==> src/rtl/exmem_arbiter.sv <==
// Two-master Wishbone-classic to fixed-latency memory arbiter.
// Round-robin issue, one request in flight per master, in-order tag FIFO routes responses back.
module exmem_arbiter #(
  parameter int AW = 32,
  parameter int DW = 32
) (
  input  logic          clk,
  input  logic          rst,

  input  logic          m0_cyc,
  input  logic          m0_stb,
  input  logic          m0_we,
  input  logic [3:0]    m0_sel,
  input  logic [AW-1:0] m0_adr,
  input  logic [DW-1:0] m0_dat_w,
  output logic          m0_ack,
  output logic [DW-1:0] m0_dat_r,

  input  logic          m1_cyc,
  input  logic          m1_stb,
  input  logic          m1_we,
  input  logic [3:0]    m1_sel,
  input  logic [AW-1:0] m1_adr,
  input  logic [DW-1:0] m1_dat_w,
  output logic          m1_ack,
  output logic [DW-1:0] m1_dat_r,

  output logic          mem_stb,
  output logic          mem_we,
  output logic [3:0]    mem_sel,
  output logic [AW-1:0] mem_addr,
  output logic [DW-1:0] mem_dat_w,
  input  logic          mem_ack,
  input  logic [DW-1:0] mem_dat_r,

  output logic          err
);

  logic       pend0, pend1;
  logic       last_grant;   // 1 = m1 was granted most recently
  logic [1:0] fifo_id;
  logic [1:0] fifo_live;
  logic       rd_ptr, wr_ptr;
  logic [1:0] count;

  logic       elig0, elig1, issue, grant;
  logic       pop, head_id, head_live;
  logic [1:0] slot_valid;

  always_comb begin
    elig0 = m0_cyc & m0_stb & ~pend0 & ~m0_ack;
    elig1 = m1_cyc & m1_stb & ~pend1 & ~m1_ack;
    issue = elig0 | elig1;
    grant = (elig0 && elig1) ? ~last_grant : elig1;

    pop     = mem_ack & (count != 2'd0);
    head_id = fifo_id[rd_ptr];
    // A master dropping cyc in the very cycle its response lands has also aborted.
    head_live = fifo_live[rd_ptr] & (head_id ? m1_cyc : m0_cyc);

    for (int i = 0; i < 2; i++) begin
      slot_valid[i] = (count == 2'd2) || (count == 2'd1 && rd_ptr == 1'(i));
    end
  end

  // NOTE: tag storage carries no reset; occupancy and pointers alone decide which slots are meaningful.
  always_ff @(posedge clk) begin
    for (int i = 0; i < 2; i++) begin
      if (slot_valid[i] && !(fifo_id[i] ? m1_cyc : m0_cyc)) begin
        fifo_live[i] <= 1'b0;
      end
    end
    if (issue) begin
      fifo_id[wr_ptr]   <= grant;
      fifo_live[wr_ptr] <= 1'b1;
    end
  end

  // NOTE: every sequential assignment is non-blocking so all registers update from pre-edge values.
  always_ff @(posedge clk) begin
    if (rst) begin
      mem_stb    <= 1'b0;
      mem_we     <= 1'b0;
      mem_sel    <= '0;
      mem_addr   <= '0;
      mem_dat_w  <= '0;
      m0_ack     <= 1'b0;
      m1_ack     <= 1'b0;
      m0_dat_r   <= '0;
      m1_dat_r   <= '0;
      err        <= 1'b0;
      pend0      <= 1'b0;
      pend1      <= 1'b0;
      last_grant <= 1'b1;
      count      <= '0;
      rd_ptr     <= 1'b0;
      wr_ptr     <= 1'b0;
    end else begin
      mem_stb <= issue;
      m0_ack  <= 1'b0;
      m1_ack  <= 1'b0;

      if (issue) begin
        last_grant <= grant;
        wr_ptr     <= ~wr_ptr;
        mem_we     <= grant ? m1_we    : m0_we;
        mem_sel    <= grant ? m1_sel   : m0_sel;
        mem_addr   <= grant ? m1_adr   : m0_adr;
        mem_dat_w  <= grant ? m1_dat_w : m0_dat_w;
        if (grant) pend1 <= 1'b1;
        else       pend0 <= 1'b1;
      end

      // Issue and pop never touch the same pend flag: a pending master is never eligible.
      if (pop) begin
        rd_ptr <= ~rd_ptr;
        if (head_id) begin
          pend1  <= 1'b0;
          m1_ack <= head_live;
          if (head_live) m1_dat_r <= mem_dat_r;
        end else begin
          pend0  <= 1'b0;
          m0_ack <= head_live;
          if (head_live) m0_dat_r <= mem_dat_r;
        end
      end else if (mem_ack) begin
        err <= 1'b1;
      end

      count <= count + {1'b0, issue} - {1'b0, pop};
    end
  end

endmodule

==> config.mk <==
export PLATFORM = sky130hd
export DESIGN_NAME = exmem_arbiter
export DESIGN_NICKNAME = d
export VERILOG_FILES = /design/src/rtl/exmem_arbiter.sv
export SDC_FILE = /design/constraint.sdc
export NUM_CORES = 1
export LEC_CHECK = 0
export CAP_MARGIN = 30
export CORE_UTILIZATION = 35
export CTS_CLUSTER_SIZE = 8
export DETAILED_ROUTE_END_ITERATION = 8
export PLACE_DENSITY = 0.77
export SYNTH_ARGS = -nofsm -noshare
export SYNTH_HDL_FRONTEND = slang
export SYNTH_SLANG_ARGS = --single-unit
export TNS_END_PERCENT = 20
==> constraint.sdc <==
create_clock -name clk -period 4 [get_ports clk]
set_input_delay 0.8 -clock clk [delete_from_list [all_inputs] [get_ports clk]]
set_output_delay 0.8 -clock clk [all_outputs]
set_load 0.01 [all_outputs]
# Yosys cells after proc, flatten, opt, wreduce, memory -nomap -nowiden
# Cells that the tools add are included.
# word_totals
reg_bits	148
output_inout_bits	137
word_cells	86
# op_classes
mux	26
n_eq_ne	2
order_cmp	3
reduce_logical	16
addsub	2
bitwise	19
# ops
operator	n
two-way mux 32 bit	2
two-way mux 1 bit	20
inverter 1 bit	9
AND 1 bit	8
logical AND 1 bit	6
AND reduction 3 bit	2
OR reduction 3 bit	2
less-than comparator 1 x 2 -> 1 bit, second input constant	2
two-way mux 4 bit	1
adder 2 x 1 -> 2 bit	1
bitwise mux 2 bit	1
equality test 2 x 1 -> 1 bit, second input constant	1
equality test 2 bit, second input constant	1
logical NOT 1 bit	2
logical OR 1 bit	2
two-way mux 2 bit	1
OR 2 bit	1
AND reduction 2 bit	1
nonzero test 2 bit	1
subtractor 2 x 1 -> 2 bit	1
demux 1 bit (select 1 bit)	1
greater-or-equal comparator 1 bit, second input constant	1
OR 1 bit	1

# Longest topological paths before layout
# Gate-level depths: netlist of the first run.
# depth
depth_word	9
ltp_mapped	9

# Worst setup path before layout of the first run
# Ideal clock, no wire load.
# synth_timing
path_type	input to register
from	input m1_cyc
to	register count[1]
arrival_ps	1934
n_path_buf	0
slack_ps	1938
stages	9
t_required_ps	3872
cell_sequence	nand4bb_2 > nand2_1 > inv_1 > ha_1 > inv_1 > ha_1 > xor2_1 > xnor2_1 > nor2_1
# synth_via
elab_chain_len	6
# synth_rtl
item	line	source
start, declared	19	input logic m1_cyc,
AND 1 bit (3 in a row)	52	elig1 = m1_cyc & m1_stb & ~pend1 & ~m1_ack;
OR 1 bit	53	issue = elig0 | elig1;
adder 2 x 1 -> 2 bit	130	count <= count + {1'b0, issue} - {1'b0, pop};
subtractor 2 x 1 -> 2 bit	130	
end signal, assigned	130	
end, declared	44	logic [1:0] count;
# Every way passes these cells.
# A chain may end at the register's enable or synchronous reset.

# Final worst setup path of the first run
# layout_timing
from	input m1_cyc
to	register mem_dat_w[28]
# layout_via
elab_chain_len	6
elab_cells_between_ends	7
# layout_rtl
item	line	source
AND 1 bit * (3 in a row)	52	
logical AND 1 bit	54	grant = (elig0 && elig1) ? ~last_grant : elig1;
two-way mux 1 bit	54	
two-way mux 32 bit	109	mem_dat_w <= grant ? m1_dat_w : m0_dat_w;
end signal, assigned	109	
end, declared	32	output logic [DW-1:0] mem_dat_w,
# Every way passes the cells marked *; elsewhere a longest branch is shown, timed or not.

==> results of run 1 <==
[power breakdown]
group	total [W]	internal, W	leakage [nW]	switching (W)
Clock	0.00175	0.00109	0.315	0.000654
Sequential	0.00172	0.00163	1.21	0.0000966
Combinational	0.000969	0.000562	2.45	0.000407
Total	0.00444	0.00328	3.97	0.00116
[through the flow]
step	setup slack, ns	instance area, um^2	std cells	total power (W)
5_1_grt	1.34	9750	1036	0.00465
4_1_cts	1.46	9750	1036	0.00449
6_report	1.48	9750	1036	0.00444
3_3_place_gp	1.11	9100	1004	0.00272
2_1_floorplan	1.94	5920	502	0.00226
3_5_place_dp	1.02	9100	1004	0.00273
[cells in the mapped netlist, drive strengths merged]
cell type	n	area share [%]
dfxtp	146	49
mux2i	136	23
nor2	77	4.9
o2bb2ai	69	11
buf	20	4.3
clkbuf	19	1.2
inv	3	0.19
a21o	2	0.25
a21oi	2	0.17
edfxtp	2	1.0
ha	2	0.42
mux2	2	0.38
nand4	2	0.72
nand4bb	2	0.47
nor2b	2	0.21
o21a	2	0.25
o21ai	2	0.17
xnor2	2	0.30
a211o	1	0.15
a211oi	1	0.21
a41oi	1	0.27
and2	1	0.11
and3b	1	0.15
nand2	1	0.063
nand2b	1	0.11
nor3	1	0.084
nor3b	1	0.13
xor2	1	0.15
[state kept, by name, indices dropped and copies added (netlist names), 2 cells and up]
| register | count |
|---|---|
| m0_dat_r | 32 |
| m1_dat_r | 32 |
| mem_addr | 32 |
| mem_dat_w | 32 |
| mem_sel | 4 |
| count | 2 |
| fifo_id | 2 |
| fifo_live | 2 |
[worst paths after layout]
kind / end / slack [ns] / cells after the start / from
hold reg to reg: fifo_live[0] / 0.45 / 1 / fifo_live[0]
setup reg to reg: m1_dat_r[21] / 1.97 / 5 / rd_ptr
setup / recovery: mem_dat_w[28] / 1.48 / 6 / m1_cyc
hold / removal: fifo_live[0] / 0.45 / 1 / fifo_live[0]
[per-layer routing]
layer  global-route usage [%]  share of wire, %
met1                     22.8                42
met5                        0                 0
met4                     7.04               1.8
met2                     32.8                49
met3                     5.88               6.4
[cell families after synthesis]
logic type,count (synthesis),share of synthesized area (%)
AND/OR/NAND/NOR,89,6.91
buffers and inverters,42,5.69
XOR/XNOR,3,0.444
multiplexers,138,23.4
adder cells (fa/ha/maj),2,0.423
flip-flops,148,50.4
AO/OA/AOI/OAI,80,12.7
[layout make-up]
cell class / instances / area (um^2)
flip-flops and latches: 148 / 2980
multi-input cells: 312 / 2620
fillers: 1401 / 6770
clock inverters: 12 / 194
clock buffers: 20 / 457
repair buffers: 321 / 3210
well taps: 220 / 275
inverters: 3 / 11.3
==> results_dict.tcl, run 1 <==
set metrics [dict create \
    yosysUniqueCellTypes 33 \
    diodes 0 \
    drt-initial-drc-count 163 \
    hold_viol 0 \
    peakVddDrop_v 0.000273 \
    area_growth_pct 64.8 \
    slew_headroom_pct 60.8 \
    synth_area_per_cell_um2 11.8 \
    drcViolationCount 0 \
    min_path_type "flip-flop to flip-flop" \
    clk_pin_slew_ns 0.06 \
    setup_violations 0 \
    numCtsBuffers 17 \
    rsz0062_at_grt "no" \
    cts_hold_buf 0 \
    grt_use_total_pct 19.3 \
    first_pass_iters 4 \
    start_util_pct 35.8 \
    ys_seq_elements 148 \
    worst_setup_path_end_kind "flip-flop" \
    slowest_delay_ns 0.58 \
    core_area_um2 16500 \
    yosysWarnings 0 \
    period_needed_ns 2.52 \
    maxSlewViolCount 0 \
    antenna_found_initial 0 \
    postCtsSetupBuffers 0 \
    cp_top_family "buffers and inverters" \
    grt_pass1_vias 4950 \
    max_freq_mhz 397 \
    synth_nets 681 \
    fin_util_pct 59.0 \
    clk_latency_ns 0.42 \
    crit_fanout 33 \
    drive_above_1_share_pct 7.23 \
    ys_seq_area_share_pct 50.4 \
    die_y_um 132 \
    cts_max_path_buffers 2 \
    path_buf_inv 2 \
    maxCapViolCount 0 \
    hold_ws_ns 0.451 \
    crit_arrival_ns 2.81 \
    antenna_left 0 \
    gp_congestion 0.759 \
    fin_crit_sh_pct 63.0 \
    post_drt_wl_per_cell_um 15.9 \
    final_cell_mix "clkdlybuf4s50_1, dfxtp_1, mux2i_1" \
    wirelength_um 16400 \
    io_pins 314 \
    die_area_um2 17400 \
    nets 982 \
    grt_pass1_wl_um 26300 \
    p_leak_nw 3.97 \
    crit_chain "clkdlybuf4s50_1 > nand4bb_2 > a41oi_4 > buf_4 > mux2i_1 > o2bb2ai_1" \
    fin_tns_setup_ns 0 \
    die_w_um 132 \
    cp.required_ns 4.29 \
    fp-row-count 47 \
    cp_slowest_cell "clkdlybuf4s50_1" \
    port_buffers 313 \
    grt_max_degree 71 \
    outcome "finished clean" \
    syn_area_um2 5920 \
    grt_overflow 0 \
    cts_root_buf "clkbuf_16" \
    clock_sinks 148 \
    tightest_slew_ns 0.588 \
    crit_type "input port to flip-flop" \
    cellPowerDensity_nw_per_um2 455 \
    htreeDepth 4 \
    cts_resized 0 \
    cts_tree "yes" \
    routed-via-count 4849 \
    synthCells 502 \
    cp-start-kind "input port" \
    avgViaCountPerCell 4.68 \
    skew_ns 0.00706 \
    hpwl_um 11800 \
    final_common_cell "clkdlybuf4s50_1" \
]
No activity file was read; power rests on OpenSTA's default activity.
==> run 2, diff against run 1 <==
==> constraint.sdc (replaced) <==
create_clock -name clk -period 2.5 [get_ports clk]
set_input_delay 0.5 -clock clk [delete_from_list [all_inputs] [get_ports clk]]
set_output_delay 0.5 -clock clk [all_outputs]
set_load 0.01 [all_outputs]
==> run 2 against run 1 <==
Via count increased by 0.58%. Clock skew increased by 0.0018 ns. Combinational power is 65% higher. Worst hold slack gained 0.0046 ns. Cell count rose by 0.68%. Worst setup slack worse by 0.89 ns. Non-clock buffer count is 7 higher. Die area is the same. First-iteration DRC count rose by 22%. Sequential cell count unchanged. Critical path depth rose by 4.
==> results_dict.tcl, run 2 (same netlist as run 1, synthesis figures left out) <==
set metrics [dict create \
    die_w_um 132 \
    swShare_pct 25.0 \
    fp-row-count 47 \
    hold_viol 0 \
    gp_congestion 0.793 \
    die_area_um2 17400 \
    start_util_pct 35.8 \
    clk_pin_slew_ns 0.06 \
    grt_pass1_vias 5009 \
    power_w 0.00724 \
    rsz0062_at_grt "no" \
    cts_resized 0 \
    period_needed_ns 1.91 \
    drt-initial-drc-count 199 \
    routed-via-count 4877 \
    area_growth_pct 67.2 \
    hold_ws_ns 0.456 \
    numCtsBuffers 17 \
    wirelength_um 16600 \
    multiInputGateArea_um2 2620 \
    clock_sinks 148 \
    fillerInstances 1395 \
    placedCellCount 1011 \
    core_area_um2 16500 \
    setup_violations 0 \
    layout.cells.non_filler 1043 \
    fin_util_pct 59.9 \
    skew_ns 0.00888 \
    clk_latency_ns 0.41 \
    crit_fanout 3 \
    nets 989 \
    die_y_um 132 \
    cts_hold_buf 0 \
    cp.required_ns 2.78 \
    grt_overflow 0 \
    htreeDepth 4 \
    fin_tns_setup_ns 0 \
    final_cell_mix "clkdlybuf4s50_1, dfxtp_1, mux2i_1" \
    cp-start-kind "input port" \
    power.internal_w 0.00543 \
    register_area_um2 2980 \
    tightest_slew_ns 0.588 \
    p_leak_nw 4.04 \
    peakVddDrop_v 0.000460 \
    maxSlewViolCount 0 \
    crit_arrival_ns 2.19 \
    cts_root_buf "clkbuf_16" \
    pwr-share-clk_pct 39.8 \
    first_pass_iters 4 \
    max_freq_mhz 523 \
    antenna_found_initial 1 \
    port_buffers 313 \
    min_path_type "flip-flop to flip-flop" \
    drive_above_1_share_pct 7.91 \
    worst_setup_path_end_kind "flip-flop" \
    cellPowerDensity_nw_per_um2 732 \
    antenna_left 0 \
    p_comb_share_pct 22.1 \
    grt_use_total_pct 19.4 \
    cts_tree "yes" \
    drcViolationCount 0 \
    final_common_cell "clkdlybuf4s50_1" \
    slew_headroom_pct 60.8 \
    grt_max_degree 71 \
    post_drt_wl_per_cell_um 15.9 \
    switchingPower_w 0.00181 \
    postCtsSetupBuffers 0 \
    grt_pass1_wl_um 26700 \
    fin_crit_sh_pct 76.5 \
    crit_type "input port to flip-flop" \
    outcome "finished clean" \
    hpwl_um 12100 \
    avgViaCountPerCell 4.68 \
    cts_max_path_buffers 2 \
    io_pins 314 \
    maxCapViolCount 0 \
    p_seq_share_pct 38.1 \
]
-- run 2: changes by cell type in the layout (fill, tap and decap cells not counted) --
cell and delta:
buf_12 +5, buf_4 +2, inv_8 -2, bufinv_16 +1
clkbuf_16 +1, clkinv_4 -1, diode_2 +1
-- run 2: per-stage QoR --
stage	area (um^2)	worst slack (ns)
floorplan	5920	0.738
global placement	9220	0.163
detailed placement	9220	0.151
CTS	9890	0.594
global route	9890	0.465
finish	9890	0.587
-- run 2: metal layers --
metal	track usage [%]	share of wire, %	vias to the layer above	routed length (um)
met2	32.4	49	167	8130
met1	23.2	42	2264	6990
li1	-	-	2418	-
met5	0	0	-	0
met4	7.69	2.5	0	418
met3	6.19	6.5	28	1080
-- run 2: layout make-up --
class / instances / area share, %
Antenna cell: 1 / 0.0253
Clock buffer: 21 / 4.87
Clock inverter: 10 / 1.95
Inverter: 3 / 0.114
Multi-Input combinational cell: 312 / 26.5
Sequential cell: 148 / 30.1
Tap cell: 220 / 2.78
Timing Repair Buffer: 328 / 33.6
-- run 2: critical path, stage by stage --
cell	delay [ns]
clkdlybuf4s50_1	0.49
nand4bb_2	0.19
nand2_1	0.13
inv_1	0.07
ha_1	0.26
inv_1	0.06
ha_1	0.14
xor2_1	0.17
xnor2_1	0.13
nor2_1	0.05
-- run 2: power groups by stage --
stage,Sequential (W),Combinational [W],Clock [W]
2_1_floorplan,0.00286,0.000753,0
3_3_place_gp,0.00280,0.00160,0
3_5_place_dp,0.00280,0.00161,0
4_1_cts,0.00276,0.00162,0.00295
5_1_grt,0.00279,0.00172,0.00306
6_report,0.00276,0.00160,0.00288
-- run 2: path summary, 6_finish.rpt --
path | startpoint | endpoint | slack [ns] | depth (start not counted)
max | m1_cyc | count[1] | 0.59 | 10
max reg2reg | pend1 | count[1] | 0.72 | 9
min | fifo_live[0] | fifo_live[0] | 0.46 | 1
min reg2reg | fifo_live[0] | fifo_live[0] | 0.46 | 1
==> run 3, diff against run 2 <==
==> constraint.sdc (replaced) <==
create_clock -name clk -period 2 [get_ports clk]
set_input_delay 0.4 -clock clk [delete_from_list [all_inputs] [get_ports clk]]
set_output_delay 0.4 -clock clk [all_outputs]
set_load 0.01 [all_outputs]
==> run 3 against run 2 <==
Critical path depth down 9. Routed wire length up 0.16%. Via count up 2.0%. Clock-buffer cell count down 3. Sequential power up 25%. Global-route usage down 0.22 points. Sequential share of layout area down 0.41 points. Worst hold slack worse by 0.0014 ns. Die area unchanged. Cell count up 1.7%. Sequential cell count unchanged. Critical path type is now flip-flop to output port.
==> results_dict.tcl, run 3 (same netlist as run 1, synthesis figures left out) <==
set metrics [dict create \
    min_path_type "flip-flop to flip-flop" \
    start_util_pct 35.8 \
    hold_ws_ns 0.455 \
    clk_pin_slew_ns 0.06 \
    grt_overflow 0 \
    port_buffers 313 \
    max_freq_mhz 568 \
    postCtsSetupBuffers 0 \
    switchingPower_w 0.00232 \
    path_buf_inv 1 \
    crit_fanout 2 \
    die_y_um 132 \
    gp_congestion 0.770 \
    cts_hold_buf 0 \
    grt_pass1_wl_um 26300 \
    crit_chain "clkdlybuf4s50_1" \
    clk_latency_ns 0.42 \
    routed-via-count 4973 \
    cp_slowest_cell "clkdlybuf4s50_1" \
    die_w_um 132 \
    nets 1007 \
    fin_crit_sh_pct 88.1 \
    p_comb_share_pct 23.2 \
    die_area_um2 17400 \
    multiInputGateArea_um2 2620 \
    tightest_slew_ns 0.397 \
    period_needed_ns 1.76 \
    grt_max_degree 44 \
    area_growth_pct 69.5 \
    power.internal_w 0.00659 \
    grt_use_total_pct 19.2 \
    core_area_um2 16500 \
    fin_ws_ns 0.238 \
    layout.cells.non_filler 1061 \
    numCtsBuffers 17 \
    cp_top_family "buffers and inverters" \
    clock_sinks 148 \
    cts_max_path_buffers 2 \
    skew_ns 0.0101 \
    fin_tns_setup_ns 0 \
    slew_headroom_pct 73.5 \
    hold_viol 0 \
    hpwl_um 12300 \
    fp-row-count 47 \
    first_pass_iters 4 \
    grt_pass1_vias 5111 \
    p_leak_nw 4.13 \
    setup_violations 0 \
    power_w 0.00891 \
    peakVddDrop_v 0.000553 \
    final_common_cell "clkdlybuf4s50_1" \
    slowest_delay_ns 0.60 \
    cp.required_ns 1.60 \
    final_cell_mix "clkdlybuf4s50_1, dfxtp_1, mux2i_1" \
    avgViaCountPerCell 4.69 \
    cp-start-kind "flip-flop" \
    maxCapViolCount 0 \
    swShare_pct 26.0 \
    antenna_left 0 \
    placedCellCount 1029 \
    crit_arrival_ns 1.36 \
    p_seq_share_pct 38.6 \
    fillerInstances 1372 \
    rsz0062_at_grt "no" \
    pwr-share-clk_pct 38.2 \
    cts_root_buf "clkbuf_16" \
    register_area_um2 2980 \
    post-place-ws_ns -0.166 \
    antenna_found_initial 0 \
    drive_above_1_share_pct 9.99 \
    drcViolationCount 0 \
    cellPowerDensity_nw_per_um2 888 \
    crit_type "flip-flop to output port" \
    outcome "finished clean" \
    cts_tree "yes" \
    wirelength_um 16600 \
    worst_setup_path_end_kind "output port" \
    post_drt_wl_per_cell_um 15.7 \
    io_pins 314 \
    diodes 0 \
    htreeDepth 4 \
    maxSlewViolCount 0 \
    cts_resized 0 \
    drt-initial-drc-count 165 \
]
-- run 3: changes by cell type in the layout (fill, tap and decap cells not counted), moves of 2 or more --
cell      delta
buf_4       +14
clkinv_2     +2
clkbuf_8     -2
buf_12       +4
-- run 3: worst paths after layout --
check | from | to | slack [ns] | depth (start not counted)
hold reg to reg | fifo_live[0] | fifo_live[0] | 0.45 | 1
hold / removal | fifo_live[0] | fifo_live[0] | 0.45 | 1
setup / recovery | mem_dat_w[16] | mem_dat_w[16] | 0.24 | 1
setup reg to reg | pend1 | mem_dat_w[10] | 0.31 | 7
-- run 3: power groups by stage --
stage	combinational, W	sequential [W]	clock, W
2_1_floorplan	0.000942	0.00357	0
3_3_place_gp	0.00206	0.00349	0
3_5_place_dp	0.00208	0.00349	0
4_1_cts	0.00209	0.00344	0.00349
5_1_grt	0.00222	0.00348	0.00363
6_report	0.00207	0.00344	0.00340
-- run 3: layout make-up --
cell class / instances / share of cell area, %
repair buffers: 346 / 35.0
flip-flops and latches: 148 / 29.7
multi-input cells: 312 / 26.1
clock buffers: 18 / 4.28
well taps: 220 / 2.74
clock inverters: 14 / 1.98
inverters: 3 / 0.112
-- run 3: through the flow --
stage,instance area (um^2),utilization (%)
6_report,10000,60.7
3_5_place_dp,9400,56.9
2_1_floorplan,5920,-
5_1_grt,10000,60.7
4_1_cts,10000,60.7
3_3_place_gp,9400,56.9
-- run 3: routing by layer --
metal	global-route usage [%]	routed length [um]
met2	32.4	8120
met1	22.4	7040
met3	6.07	1150
met4	8.40	326
met5	0	0
